`src/rtl/viterbi_pkg.sv`:
```
// Shared trellis definitions for the convolutional encoder and the Viterbi decoder.
// Both ends import this package so K and the generators cannot drift apart.
package viterbi_pkg;

    localparam int unsigned K       = 3;
    localparam logic [K-1:0] G0     = 3'o7;
    localparam logic [K-1:0] G1     = 3'o5;
    localparam int unsigned SEQ_NUM = 64;

    typedef enum logic [1:0] {
        IDLE   = 2'd0,
        ENCODE = 2'd1,
        TAIL   = 2'd2
    } enc_state_e;

endpackage

```
`src/rtl/conv_encoder_tx_if.sv`:
```
// Bit-in / symbol-out stream bundle of the convolutional encoder.
// master is the encoder's view and slave is the view of the surrounding logic.
interface conv_encoder_tx_if;

    logic       in_valid;
    logic       in_bit;
    logic       in_ready;
    logic       out_valid;
    logic [1:0] out_sym;
    logic       out_last;
    logic       out_ready;

    modport master (
        input  in_valid, in_bit, out_ready,
        output in_ready, out_valid, out_sym, out_last
    );

    modport slave (
        output in_valid, in_bit, out_ready,
        input  in_ready, out_valid, out_sym, out_last
    );

endinterface

```
`src/rtl/conv_sym_gen.sv`:
```
// Rate-1/2 coded symbol for one register vector {u, past bits}.
// Shared with the decoder's expected-symbol table.
module conv_sym_gen
    import viterbi_pkg::*;
(
    input  logic [K-1:0] v,
    output logic [1:0]   sym
);

    assign sym = {^(v & G0), ^(v & G1)};

endmodule

```
`src/rtl/conv_encoder_tx.sv`:
```
// Framed rate-1/2 convolutional encoder: FRAME_LEN info bits then K-1 zero tail
// bits per frame, one symbol per cycle through a one-deep output register.
module conv_encoder_tx
    import viterbi_pkg::*;
#(
    parameter int unsigned FRAME_LEN = 62,
    parameter int unsigned CNT_W     = 6
) (
    input  logic                CLK,
    input  logic                RST,
    conv_encoder_tx_if.master   bus,
    output logic                busy,
    output logic                frame_done
);

    localparam int unsigned TAIL_W = K - 1;

    enc_state_e        state_q, state_d;
    logic [CNT_W-1:0]  bit_cnt_q, bit_cnt_d;
    logic [TAIL_W-1:0] tail_cnt_q, tail_cnt_d;
    logic [K-2:0]      sr_q, sr_d;

    logic              out_valid_q;
    logic [1:0]        out_sym_q;
    logic              out_last_q;
    logic              frame_done_q;

    logic              slot;
    logic              load;
    logic              load_last;
    logic              u;
    logic [K-1:0]      v;
    logic [1:0]        sym;

    // The output register can take a new symbol when empty or being drained.
    assign slot         = !out_valid_q || bus.out_ready;
    assign bus.in_ready = ((state_q == IDLE) || (state_q == ENCODE)) && slot;

    assign u = (state_q == TAIL) ? 1'b0 : bus.in_bit;
    assign v = {u, sr_q};

    conv_sym_gen u_sym_gen (
        .v   (v),
        .sym (sym)
    );

    always_comb begin
        state_d    = state_q;
        bit_cnt_d  = bit_cnt_q;
        tail_cnt_d = tail_cnt_q;
        sr_d       = sr_q;
        load       = 1'b0;
        load_last  = 1'b0;
        case (state_q)
            IDLE: begin
                if (bus.in_valid && bus.in_ready) begin
                    load = 1'b1;
                    sr_d = v[K-1:1];
                    if (FRAME_LEN == 1) begin
                        state_d   = TAIL;
                        bit_cnt_d = '0;
                    end else begin
                        state_d   = ENCODE;
                        bit_cnt_d = CNT_W'(1);
                    end
                end
            end
            ENCODE: begin
                if (bus.in_valid && bus.in_ready) begin
                    load = 1'b1;
                    sr_d = v[K-1:1];
                    if (bit_cnt_q == CNT_W'(FRAME_LEN - 1)) begin
                        state_d   = TAIL;
                        bit_cnt_d = '0;
                    end else begin
                        bit_cnt_d = bit_cnt_q + CNT_W'(1);
                    end
                end
            end
            TAIL: begin
                // Zero inputs flush the register, so sr is back at 0 after the last one.
                if (slot) begin
                    load = 1'b1;
                    sr_d = v[K-1:1];
                    if (tail_cnt_q == TAIL_W'(K - 2)) begin
                        load_last  = 1'b1;
                        tail_cnt_d = '0;
                        state_d    = IDLE;
                    end else begin
                        tail_cnt_d = tail_cnt_q + TAIL_W'(1);
                    end
                end
            end
            default: begin
                state_d = IDLE;
            end
        endcase
    end

    always_ff @(posedge CLK or negedge RST) begin
        if (!RST) begin
            state_q      <= IDLE;
            bit_cnt_q    <= '0;
            tail_cnt_q   <= '0;
            sr_q         <= '0;
            out_valid_q  <= 1'b0;
            out_sym_q    <= '0;
            out_last_q   <= 1'b0;
            frame_done_q <= 1'b0;
        end else begin
            state_q      <= state_d;
            bit_cnt_q    <= bit_cnt_d;
            tail_cnt_q   <= tail_cnt_d;
            sr_q         <= sr_d;
            frame_done_q <= load_last;
            if (load) begin
                out_valid_q <= 1'b1;
                out_sym_q   <= sym;
                out_last_q  <= load_last;
            end else if (bus.out_ready) begin
                out_valid_q <= 1'b0;
            end
        end
    end

    assign bus.out_valid = out_valid_q;
    assign bus.out_sym   = out_sym_q;
    assign bus.out_last  = out_last_q;
    assign busy          = (state_q != IDLE);
    assign frame_done    = frame_done_q;

endmodule

```
`src/flat_wrapper.sv`:
```
// flat-port wrapper written by rule: the top's interface ports become plain ports
module conv_encoder_tx_flat import viterbi_pkg::*;
#(
    parameter int unsigned FRAME_LEN = 62,
    parameter int unsigned CNT_W     = 6
)
  (CLK, RST, busy, frame_done, bus_in_valid, bus_in_bit, bus_out_ready, bus_in_ready, bus_out_valid, bus_out_sym, bus_out_last);
  conv_encoder_tx_if bus_i ();
  input  logic CLK;
  input  logic RST;
  output logic busy;
  output logic frame_done;
  input wire logic [$bits(bus_i.in_valid)-1:0] bus_in_valid;
  input wire logic [$bits(bus_i.in_bit)-1:0] bus_in_bit;
  input wire logic [$bits(bus_i.out_ready)-1:0] bus_out_ready;
  output wire logic [$bits(bus_i.in_ready)-1:0] bus_in_ready;
  output wire logic [$bits(bus_i.out_valid)-1:0] bus_out_valid;
  output wire logic [$bits(bus_i.out_sym)-1:0] bus_out_sym;
  output wire logic [$bits(bus_i.out_last)-1:0] bus_out_last;
  assign bus_i.in_valid = bus_in_valid;
  assign bus_i.in_bit = bus_in_bit;
  assign bus_i.out_ready = bus_out_ready;
  assign bus_in_ready = bus_i.in_ready;
  assign bus_out_valid = bus_i.out_valid;
  assign bus_out_sym = bus_i.out_sym;
  assign bus_out_last = bus_i.out_last;
  conv_encoder_tx #(.FRAME_LEN(FRAME_LEN), .CNT_W(CNT_W)) u_core (.CLK(CLK), .RST(RST), .bus(bus_i), .busy(busy), .frame_done(frame_done));
endmodule
```
`config.mk`:
```
export PLATFORM = sky130hd
export DESIGN_NAME = conv_encoder_tx_flat
export DESIGN_NICKNAME = d
export VERILOG_FILES = /design/src/rtl/viterbi_pkg.sv /design/src/rtl/conv_encoder_tx_if.sv /design/src/rtl/conv_sym_gen.sv /design/src/rtl/conv_encoder_tx.sv /design/src/flat_wrapper.sv
export SDC_FILE = /design/constraint.sdc
export NUM_CORES = 1
export LEC_CHECK = 0
export ABC_AREA = 1
export CORE_UTILIZATION = 40
export DETAILED_ROUTE_END_ITERATION = 16
export PLACE_DENSITY = 0.66
export SETUP_SLACK_MARGIN = 0.02
export SYNTH_ARGS = -nofsm -noshare
export SYNTH_HDL_FRONTEND = slang
export SYNTH_SLANG_ARGS = --single-unit
export TNS_END_PERCENT = 30
```
`constraint.sdc`:
```
create_clock -name CLK -period 1.1 [get_ports CLK]
set_input_delay 0.22 -clock CLK [delete_from_list [all_inputs] [get_ports CLK]]
set_output_delay 0.22 -clock CLK [all_outputs]
set_load 0.02 [all_outputs]
```
==> results of run 1 <==
-- worst paths after layout --
| kind | start | to | slack, ns | depth (start not counted) |
|---|---|---|---|---|
| worst max-delay path | u_core.bus.out_valid | u_core.bit_cnt_q[3] | -0.14 | 5 |
| worst min-delay path | RST | u_core.bit_cnt_q[0] | 0.26 | 2 |
| worst max register to register | u_core.bus.out_valid | u_core.bit_cnt_q[3] | -0.14 | 5 |
| worst min register to register | u_core.bus.out_last | u_core.bus.out_last | 0.48 | 2 |
| max in group asynchronous | RST | u_core.bus.out_valid | 0.70 | 2 |
| min in group CLK | u_core.bus.out_last | u_core.bus.out_last | 0.48 | 2 |
-- final cells by class --
cell class	instances	area, sq um
tap	27	33.8
multi-input combinational	73	482
fill	177	736
inverter	16	72.6
sequential	17	428
timing repair buffer	27	224
clock buffer	4	26.3
-- cell usage after synthesis, drive strengths merged --
library cell / count / share of area [%]
a21boi: 1 / 0.87
xnor2: 2 / 2.0
nand4: 1 / 0.72
a21oi: 2 / 1.2
dfrtp: 17 / 49
ha: 2 / 2.9
nor2: 12 / 5.8
nand2: 33 / 15
xor2: 4 / 4.0
o21ai: 7 / 4.5
nand3: 8 / 6.1
inv: 16 / 7.2
a22oi: 1 / 0.87
-- cell families (layout without fill, tap and decap cells) --
kind of cell / Yosys count / count (layout) / share of synthesized area [%]
AO/OA/AOI/OAI: 11 / 11 / 7.36
AND/OR/NAND/NOR: 54 / 54 / 27.4
adder cells (fa/ha/maj): 2 / 2 / 2.89
buffers and inverters: 16 / 47 / 7.22
flip-flops: 17 / 17 / 49.1
XOR/XNOR: 6 / 6 / 6.06
-- registers in the layout, summed over array words and instances, names as in the netlist --
signal and count:
u_core.bit_cnt_q 6, u_core.bus.out_last 1, u_core.bus.out_sym 2, u_core.bus.out_valid 1, u_core.frame_done 1, u_core.sr_q 2
u_core.state_q 2, u_core.tail_cnt_q 2
-- stage by stage --
step	setup slack (ns)	hold WS, ns
after floorplan	-0.0177	-0.0756
after global placement	-0.548	0.453
after detailed placement	-0.555	0.470
after CTS	-0.154	0.258
after global routing	-0.209	0.279
final	-0.142	0.261
-- cell usage in the layout, fill, tap and decap left out --
cell type,synthesis,layout
a22oi_1,1,1
nand2_1,31,26
xnor2_1,2,2
buf_6,0,3
buf_12,0,1
inv_4,1,3
clkbuf_4,0,3
nand3_1,7,4
dfrtp_2,0,2
a21oi_1,2,1
ha_4,0,1
nand3_4,1,2
ha_2,0,1
o21ai_0,4,3
nand3_2,0,2
o21ai_4,0,1
a21oi_2,0,1
clkdlybuf4s50_1,0,4
buf_2,0,5
dfrtp_1,17,15
nand4_1,1,1
o21ai_1,2,2
inv_2,2,3
a21boi_1,1,1
nor2_1,10,5
inv_6,0,1
clkbuf_1,0,1
xor2_1,4,4
o21ai_2,1,1
nand2_4,0,2
nor2_4,0,3
nor2_2,2,4
buf_4,0,14
nand2_2,2,5
inv_1,13,9
-- power by group --
group / leakage [nW] / switching [mW] / total [mW] / internal, mW
Combinational: 0.412 / 0.490 / 0.943 / 0.453
Sequential: 0.209 / 0.0997 / 0.837 / 0.737
Clock: 0.0150 / 0.192 / 0.333 / 0.141
Total: 0.635 / 0.782 / 2.11 / 1.33
-- per-layer routing --
layer / wire (um) / up-vias
met5: 0 / -
met4: 27 / 0
met3: 58 / 4
met2: 926 / 13
met1: 876 / 352
li1: - / 391
-- timing repair --
item | in CTS | in global routing
gates resized for setup | 47 | 19
endpoints found under the setup margin | 21 | 22
pin swaps | 2 | 10
buffers inserted | 2 | 1
==> run_results.csv, run 1 <==
group,metric,value,unit
placed_design,portBuffers,11,
global_route,grt_pass1_vias,748,
drt,dr.first_iter.drc_count,10,
cts,cts_tree,"done",
global_route,grt_overflow,0,
global_route,grt_max_degree,18,
timing,slew_headroom,84.0,%
timing,rsz0062_at_grt,"yes",
pwr,leakagePower,0.635,nW
floorplan,io_pins,12,
drt,route.detailed.wl_per_inst,11.5,um
placed_design,dp_hpwl,1.25,mm
timing,setup-tns-final,-1.39,ns
timing,fin_skew,0.00401,ns
setup_path,worstPathCellList,"buf_6 > nand2_4 > nand3_4 > o21ai_0 > a21boi_1",
final_layout,final_cells,164,
pwr,power.density,1670,mW/mm^2
global_route,grt_usage,17.2,%
global_route,busiest_layer,"met2",
floorplan,fp.dieArea,0.00236,sq mm
floorplan,core,0.00200,sq mm
floorplan,die_y,48.6,um
drt,drt_first_pass_iters,4,
yosys,synth.distinct_cells,20,
placed_design,gp_congestion,0.777,
timing,min_period_over_period,113,%
timing,max_freq,805,MHz
timing,slew_viol_final,0,
cts,clkTransAtPathRegs,0.10,ns
yosys,syn_inst,106,
global_route,met1_usage,21.8,%
final_layout,fin_area,0.00127,sq mm
drt,remaining_drc_errors,0,
drt,vias_per_cell,4.63,
floorplan,start_util,43.3,%
yosys,syn_avg_cell_area,8.18,sq um
drt,vias,760,
cts,clockBufferDepth,2,
timing,setup_viol_count_final,16,
yosys,ys_seq_area_share,49.1,%
cts,cts_htree_levels,1,
global_route,grt_use_met2,28.4,%
yosys,ys_warn_count,0,
timing,period_needed,1.24,ns
floorplan,die_w,48.6,um
setup_path,worst_setup_path_end_kind,"flip-flop",
placed_design,placed_area,0.00114,sq mm
setup_path,required,1.27,ns
setup_path,crit_slowest_cell,"dfrtp_2",
timing,worstMarginPinSlew,0.239,ns
drt,routed_wl,1.89,mm
flow_run,maxCapViolCount,0,
cts,hold_buffers,0,
yosys,synth_seq_cells,17,
run_status,violations,"negative setup slack",
setup_path,startpoint_type,"flip-flop",
global_route,grt_pass1_wl,3.13,mm
cts,clock_sinks,17,
cts,insertion_delay,0.28,ns
pwr,irDropWorstVdd,1290,uV
setup_path,critPathTopFamily,"flip-flops",
yosys,syn-cell-area,867,sq um
final_layout,synthToLayoutAreaGrowth,46.0,%
final_layout,fin_util,63.2,%
timing,setup_slack,-0.142,ns
global_route,met3_usage,4.09,%
cts,clock-root-buffer,"clkbuf_4",
final_layout,nets,145,
yosys,syn-num-nets,113,
final_layout,drive_above_1_share,42.3,%
drt,ant_nets,0,
setup_path,worstPathArrival,1.41,ns
setup_path,max_stage_delay,0.43,ns
final_layout,antenna_cells,0,
global_route,antenna_found_initial,0,
placed_design,dp.cells,158,
setup_path,crit_type,"flip-flop to flip-flop",
setup_path,cp_max_fo,7,
pwr,power.total,2.11,mW
hold_path,min_path_type,"input pin to asynchronous set/reset pin",
timing,hold_violations,0,
cts,cts-buffers-inserted,3,
setup_path,cp_num_buf_inv,1,
run_status,run_status,"finished with violations",
floorplan,rows,16,
Note: power is estimated with default switching activity, not from simulation.
==> run 2, diff against run 1 <==
--- a/config.mk
+++ b/config.mk
@@ -8,8 +8,9 @@
 export ABC_AREA = 1
 export CORE_UTILIZATION = 40
 export DETAILED_ROUTE_END_ITERATION = 16
-export PLACE_DENSITY = 0.66
+export PLACE_DENSITY = 0.63
 export SETUP_SLACK_MARGIN = 0.02
+export SKIP_LAST_GASP = 1
 export SYNTH_ARGS = -nofsm -noshare
 export SYNTH_HDL_FRONTEND = slang
 export SYNTH_SLANG_ARGS = --single-unit
==> run_results.csv, run 2 (synthesized netlist as in run 1, its figures left out) <==
group,metric,value,unit
timing,min_period_over_period,118,%
run_status,violations,"negative setup slack",
final_layout,fin_area,0.00124,sq mm
pwr,leakagePower,0.656,nW
floorplan,die_y,48.6,um
setup_path,rrSetupSlack,-0.20,ns
cts,clockBufferDepth,2,
floorplan,start_util,43.3,%
cts,clkTransAtPathRegs,0.10,ns
final_layout,nets,148,
drt,vias,775,
global_route,grt_overflow,0,
setup_path,startpoint_type,"flip-flop",
drt,dr.first_iter.drc_count,9,
timing,max_freq,767,MHz
timing,setup_slack,-0.203,ns
timing,fin_skew,0.00554,ns
global_route,grt_pass1_vias,756,
final_layout,nFillCells,181,
timing,setup_viol_count_final,20,
setup_path,worstPathArrival,1.48,ns
final_layout,antenna_cells,0,
final_layout,largest_reg_flops,6,
timing,worstMarginPinSlew,0.226,ns
drt,route.detailed.wl_per_inst,11.1,um
final_layout,layout_common_cells,"26 x nand2_1, 16 x dfrtp_1, 13 x buf_4, 12 x inv_1, 8 x nor2_1",
drt,remaining_drc_errors,0,
timing,slew_headroom,84.9,%
drt,ant_nets,0,
floorplan,die_w,48.6,um
cts,cts-buffers-inserted,3,
pwr,irDropWorstVdd,1020,uV
flow_run,maxCapViolCount,0,
hold_path,min_path_type,"input pin to asynchronous set/reset pin",
run_status,run_status,"finished with violations",
global_route,grt_usage,17.4,%
final_layout,drive_above_1_share,34.3,%
drt,routed_wl,1.85,mm
placed_design,portBuffers,11,
setup_path,r2r_cells,7,
final_layout,layout_commonest_cell,"nand2_1",
cts,clock-root-buffer,"clkbuf_4",
floorplan,core,0.00200,sq mm
placed_design,dp_hpwl,1.26,mm
cts,cts_tree,"done",
final_layout,synthToLayoutAreaGrowth,43.4,%
global_route,antenna_found_initial,0,
setup_path,worst_setup_path_end_kind,"flip-flop",
timing,hold_violations,0,
drt,vias_per_cell,4.64,
placed_design,gp_congestion,0.776,
timing,slew_viol_final,0,
timing,rsz0062_at_grt,"yes",
setup_path,required,1.27,ns
cts,cts_htree_levels,1,
setup_path,crit_type,"flip-flop to flip-flop",
cts,clock_sinks,17,
pwr,power.density,1610,mW/mm^2
setup_path,cp_max_fo,5,
placed_design,placed_area,0.00114,sq mm
floorplan,rows,16,
drt,drt_first_pass_iters,3,
final_layout,regMostFlops,"u_core.bit_cnt_q",
placed_design,place_ws,-0.572,ns
floorplan,fp.dieArea,0.00236,sq mm
timing,period_needed,1.30,ns
floorplan,io_pins,12,
global_route,grt_pass1_wl,3.18,mm
global_route,grt_max_degree,18,
cts,insertion_delay,0.28,ns
run 2: changes by cell type in the layout (fill, tap and decap cells not counted), moves of 2 or more:
cell,previous run,this run
inv_4,3,1
nor2_1,5,8
buf_6,3,6
inv_1,9,12
nor2_4,3,1
inv_2,3,1
ha_1,0,2
nand3_1,4,6
run 2: per-stage QoR:
stage	power, mW	hold WS, ns	setup TNS, ns	utilization [%]	cells
final	2.00	0.259	-2.62	62.1	167
after global routing	2.16	0.269	-4.01	62.1	167
after CTS	2.00	0.252	-2.83	60.9	167
after detailed placement	1.61	0.458	-5.82	57.2	159
after global placement	1.59	0.457	-5.30	57.2	159
after floorplan	1.24	-0.0756	-0.0472	-	106
run 2: power by group:
group	internal (mW)	leakage (nW)	switching (mW)
sequential	0.734	0.209	0.0827
clock	0.141	0.0150	0.189
combinational	0.417	0.432	0.435
run 2: layout make-up:
type	instances	area (sq um)	share of cell area, %
clock buffers	4	26.3	2.11
inverters	16	72.6	5.84
multi-input cells	74	430	34.6
flip-flops and latches	17	427	34.3
well taps	27	33.8	2.72
repair buffers	29	254	20.4
run 2: layer usage:
layer	vias up	GRT usage [%]	routed length, um
li1	402	-	-
met1	365	21.3	817
met2	8	31.7	967
met3	0	2.52	63
met4	0	4.41	0
met5	-	0	0
run 2: critical path, stage by stage (launching register included):
cell and delay (ns):
dfrtp_1 0.43, buf_6 0.13, buf_6 0.11, inv_6 0.05, nand3_4 0.13, inv_4 0.11, nand2_2 0.06, a21boi_2 0.15
run 2: worst paths after layout:
check | endpoint | from
max in group asynchronous | u_core.bus.out_valid | RST
min reg2reg | u_core.bus.out_last | u_core.bus.out_last
min | u_core.bus.out_valid | RST
max reg2reg | u_core.bit_cnt_q[3] | u_core.state_q[1]
min in group CLK | u_core.bus.out_last | u_core.bus.out_last
max | u_core.bit_cnt_q[3] | u_core.state_q[1]
run 2: what timing repair did:
action	4_1_cts	5_1_grt
hold buffers	0	0
endpoints found under the setup margin	22	24
pin swaps	1	2
buffers inserted	3	0
resized for setup	39	10
cloned	1	0
==> run 3, diff against run 2 <==
--- a/config.mk
+++ b/config.mk
@@ -7,8 +7,8 @@
 export LEC_CHECK = 0
 export ABC_AREA = 1
 export CORE_UTILIZATION = 40
+export CTS_CLUSTER_DIAMETER = 40
 export DETAILED_ROUTE_END_ITERATION = 16
-export PLACE_DENSITY = 0.63
 export SETUP_SLACK_MARGIN = 0.02
 export SKIP_LAST_GASP = 1
 export SYNTH_ARGS = -nofsm -noshare
==> run_results.csv, run 3 (synthesized netlist as in run 1, its figures left out) <==
group,metric,value,unit
run_status,run_status,"finished with violations",
run_status,violations,"negative setup slack",
floorplan,die_w,48.6,um
drt,routed_wl,1.80,mm
pwr,p_sw,757,uW
cts,hold_buffers,0,
timing,max_freq,806,MHz
drt,vias,754,
setup_path,max_stage_delay,0.43,ns
setup_path,critPathTopFamily,"flip-flops",
final_layout,drive_above_1_share,39.1,%
setup_path,worstPathArrival,1.02,ns
hold_path,min_path_type,"input pin to asynchronous set/reset pin",
timing,slew_viol_final,0,
global_route,grt_max_degree,18,
final_layout,fin_area,0.00124,sq mm
pwr,swShare,36.5,%
setup_path,cp_num_buf_inv,2,
final_layout,nFillCells,185,
floorplan,core,0.00200,sq mm
final_layout,regArea,429,sq um
global_route,grt_pass1_wl,3.10,mm
cts,cts_htree_levels,1,
drt,ant_nets,0,
final_layout,layout_common_cells,"30 x nand2_1, 15 x buf_4, 14 x dfrtp_1, 8 x inv_1, 7 x nor2_1",
final_layout,antenna_cells,0,
placed_design,dp_hpwl,1.25,mm
placed_design,dp.cells,157,
flow_run,maxCapViolCount,0,
timing,period_needed,1.24,ns
setup_path,crit_type,"flip-flop to output port",
drt,remaining_drc_errors,0,
pwr,seqPwrFrac,40.8,%
floorplan,die_y,48.6,um
global_route,grt_usage,16.9,%
timing,fin_skew,0.00934,ns
final_layout,synthToLayoutAreaGrowth,42.6,%
timing,slew_headroom,87.0,%
cts,clock_sinks,17,
pwr,cellInternalPower,1.32,mW
placed_design,gp_congestion,0.739,
final_layout,nets,146,
setup_path,required,0.88,ns
setup_path,startpoint_type,"flip-flop",
global_route,grt_overflow,0,
setup_path,worstPathCellList,"inv_2 > nor2_2 > nor2_1 > buf_4",
pwr,power.clock.fraction,16.7,%
pwr,irDropWorstVdd,1340,uV
drt,dr.first_iter.drc_count,22,
drt,vias_per_cell,4.57,
placed_design,placed_area,0.00113,sq mm
timing,min_period_over_period,113,%
setup_path,worst_setup_path_end_kind,"output port",
final_layout,multi_input_area,439,sq um
setup_path,crit_slowest_cell,"dfrtp_2",
global_route,grt_pass1_vias,718,
drt,drt_first_pass_iters,4,
floorplan,io_pins,12,
floorplan,rows,16,
final_layout,final_cells,165,
cts,clkTransAtPathRegs,0.11,ns
floorplan,fp.dieArea,0.00236,sq mm
timing,hold_violations,0,
cts,clock-root-buffer,"clkbuf_4",
drt,route.detailed.wl_per_inst,10.9,um
global_route,antenna_found_initial,0,
cts,cts-buffers-inserted,3,
pwr,leakagePower,0.637,nW
pwr,comb_power_share,42.5,%
placed_design,place_ws,-0.556,ns
pwr,power.density,1680,mW/mm^2
timing,worstMarginPinSlew,0.195,ns
timing,rsz0062_at_grt,"yes",
timing,setup_viol_count_final,19,
final_layout,fin_util,61.8,%
cts,cts_tree,"done",
final_layout,layout_commonest_cell,"nand2_1",
cts,clockBufferDepth,2,
floorplan,start_util,43.3,%
final_layout,largest_reg_flops,6,
cts,insertion_delay,0.29,ns
placed_design,portBuffers,11,
final_layout,regMostFlops,"u_core.bit_cnt_q",
pwr,power.total,2.07,mW
setup_path,cp_max_fo,2,
timing,setup_slack,-0.141,ns
[run 3: worst paths after layout]
check	startpoint	end	slack, ns	depth (start not counted)
worst min-delay path	RST	u_core.tail_cnt_q[1]	0.25	2
min in group CLK	u_core.bus.out_last	u_core.bus.out_last	0.47	2
worst min register to register	u_core.bus.out_last	u_core.bus.out_last	0.47	2
worst max register to register	u_core.state_q[1]	u_core.bit_cnt_q[5]	-0.13	7
worst max-delay path	u_core.bus.out_valid	bus_in_ready	-0.14	4
max in group asynchronous	RST	u_core.bit_cnt_q[0]	0.70	2
[run 3: timing repair]
action                     in CTS  in global routing
setup buffers                   1                  3
hold endpoints to repair        0                  0
pin swaps                       1                  7
resized for setup              30                 23
setup endpoints to repair      23                 24
[run 3: area by class of cell]
cell class	instances	share of cell area, %
Sequential cell	17	34.7
Clock buffer	3	1.82
Tap cell	27	2.73
Timing Repair Buffer	28	19.5
Inverter	16	5.26
Multi-Input combinational cell	73	35.5
Clock inverter	1	0.405
[run 3: worst reg2reg max path, delay by kind of cell (launching register included)]
family	cells	cell delay [ns]
DFF	1	0.46
and+or+nand+nor	5	0.49
buffers and inverters	2	0.21
[run 3: metrics by stage]
stage | setup TNS, ns | hold WS [ns]
finish | -1.80 | 0.251
global route | -3.28 | 0.255
CTS | -2.37 | 0.255
detailed placement | -5.48 | 0.458
global placement | -5.23 | 0.456
floorplan | -0.0472 | -0.0756
[run 3: metal layers]
layer	vias to the layer above	global-route usage, %	wire length [um]
met1	352	21.7	812
li1	394	-	-
met4	0	7.35	14
met5	-	0	0
met2	6	28.6	941
met3	2	1.89	34
[run 3: power groups by stage]
stage / combinational [mW] / sequential (mW) / clock [mW]
final: 0.882 / 0.845 / 0.346
after global placement: 0.773 / 0.824 / 0
after global routing: 0.984 / 0.862 / 0.382
after CTS: 0.802 / 0.816 / 0.357
after detailed placement: 0.785 / 0.828 / 0
after floorplan: 0.383 / 0.859 / 0
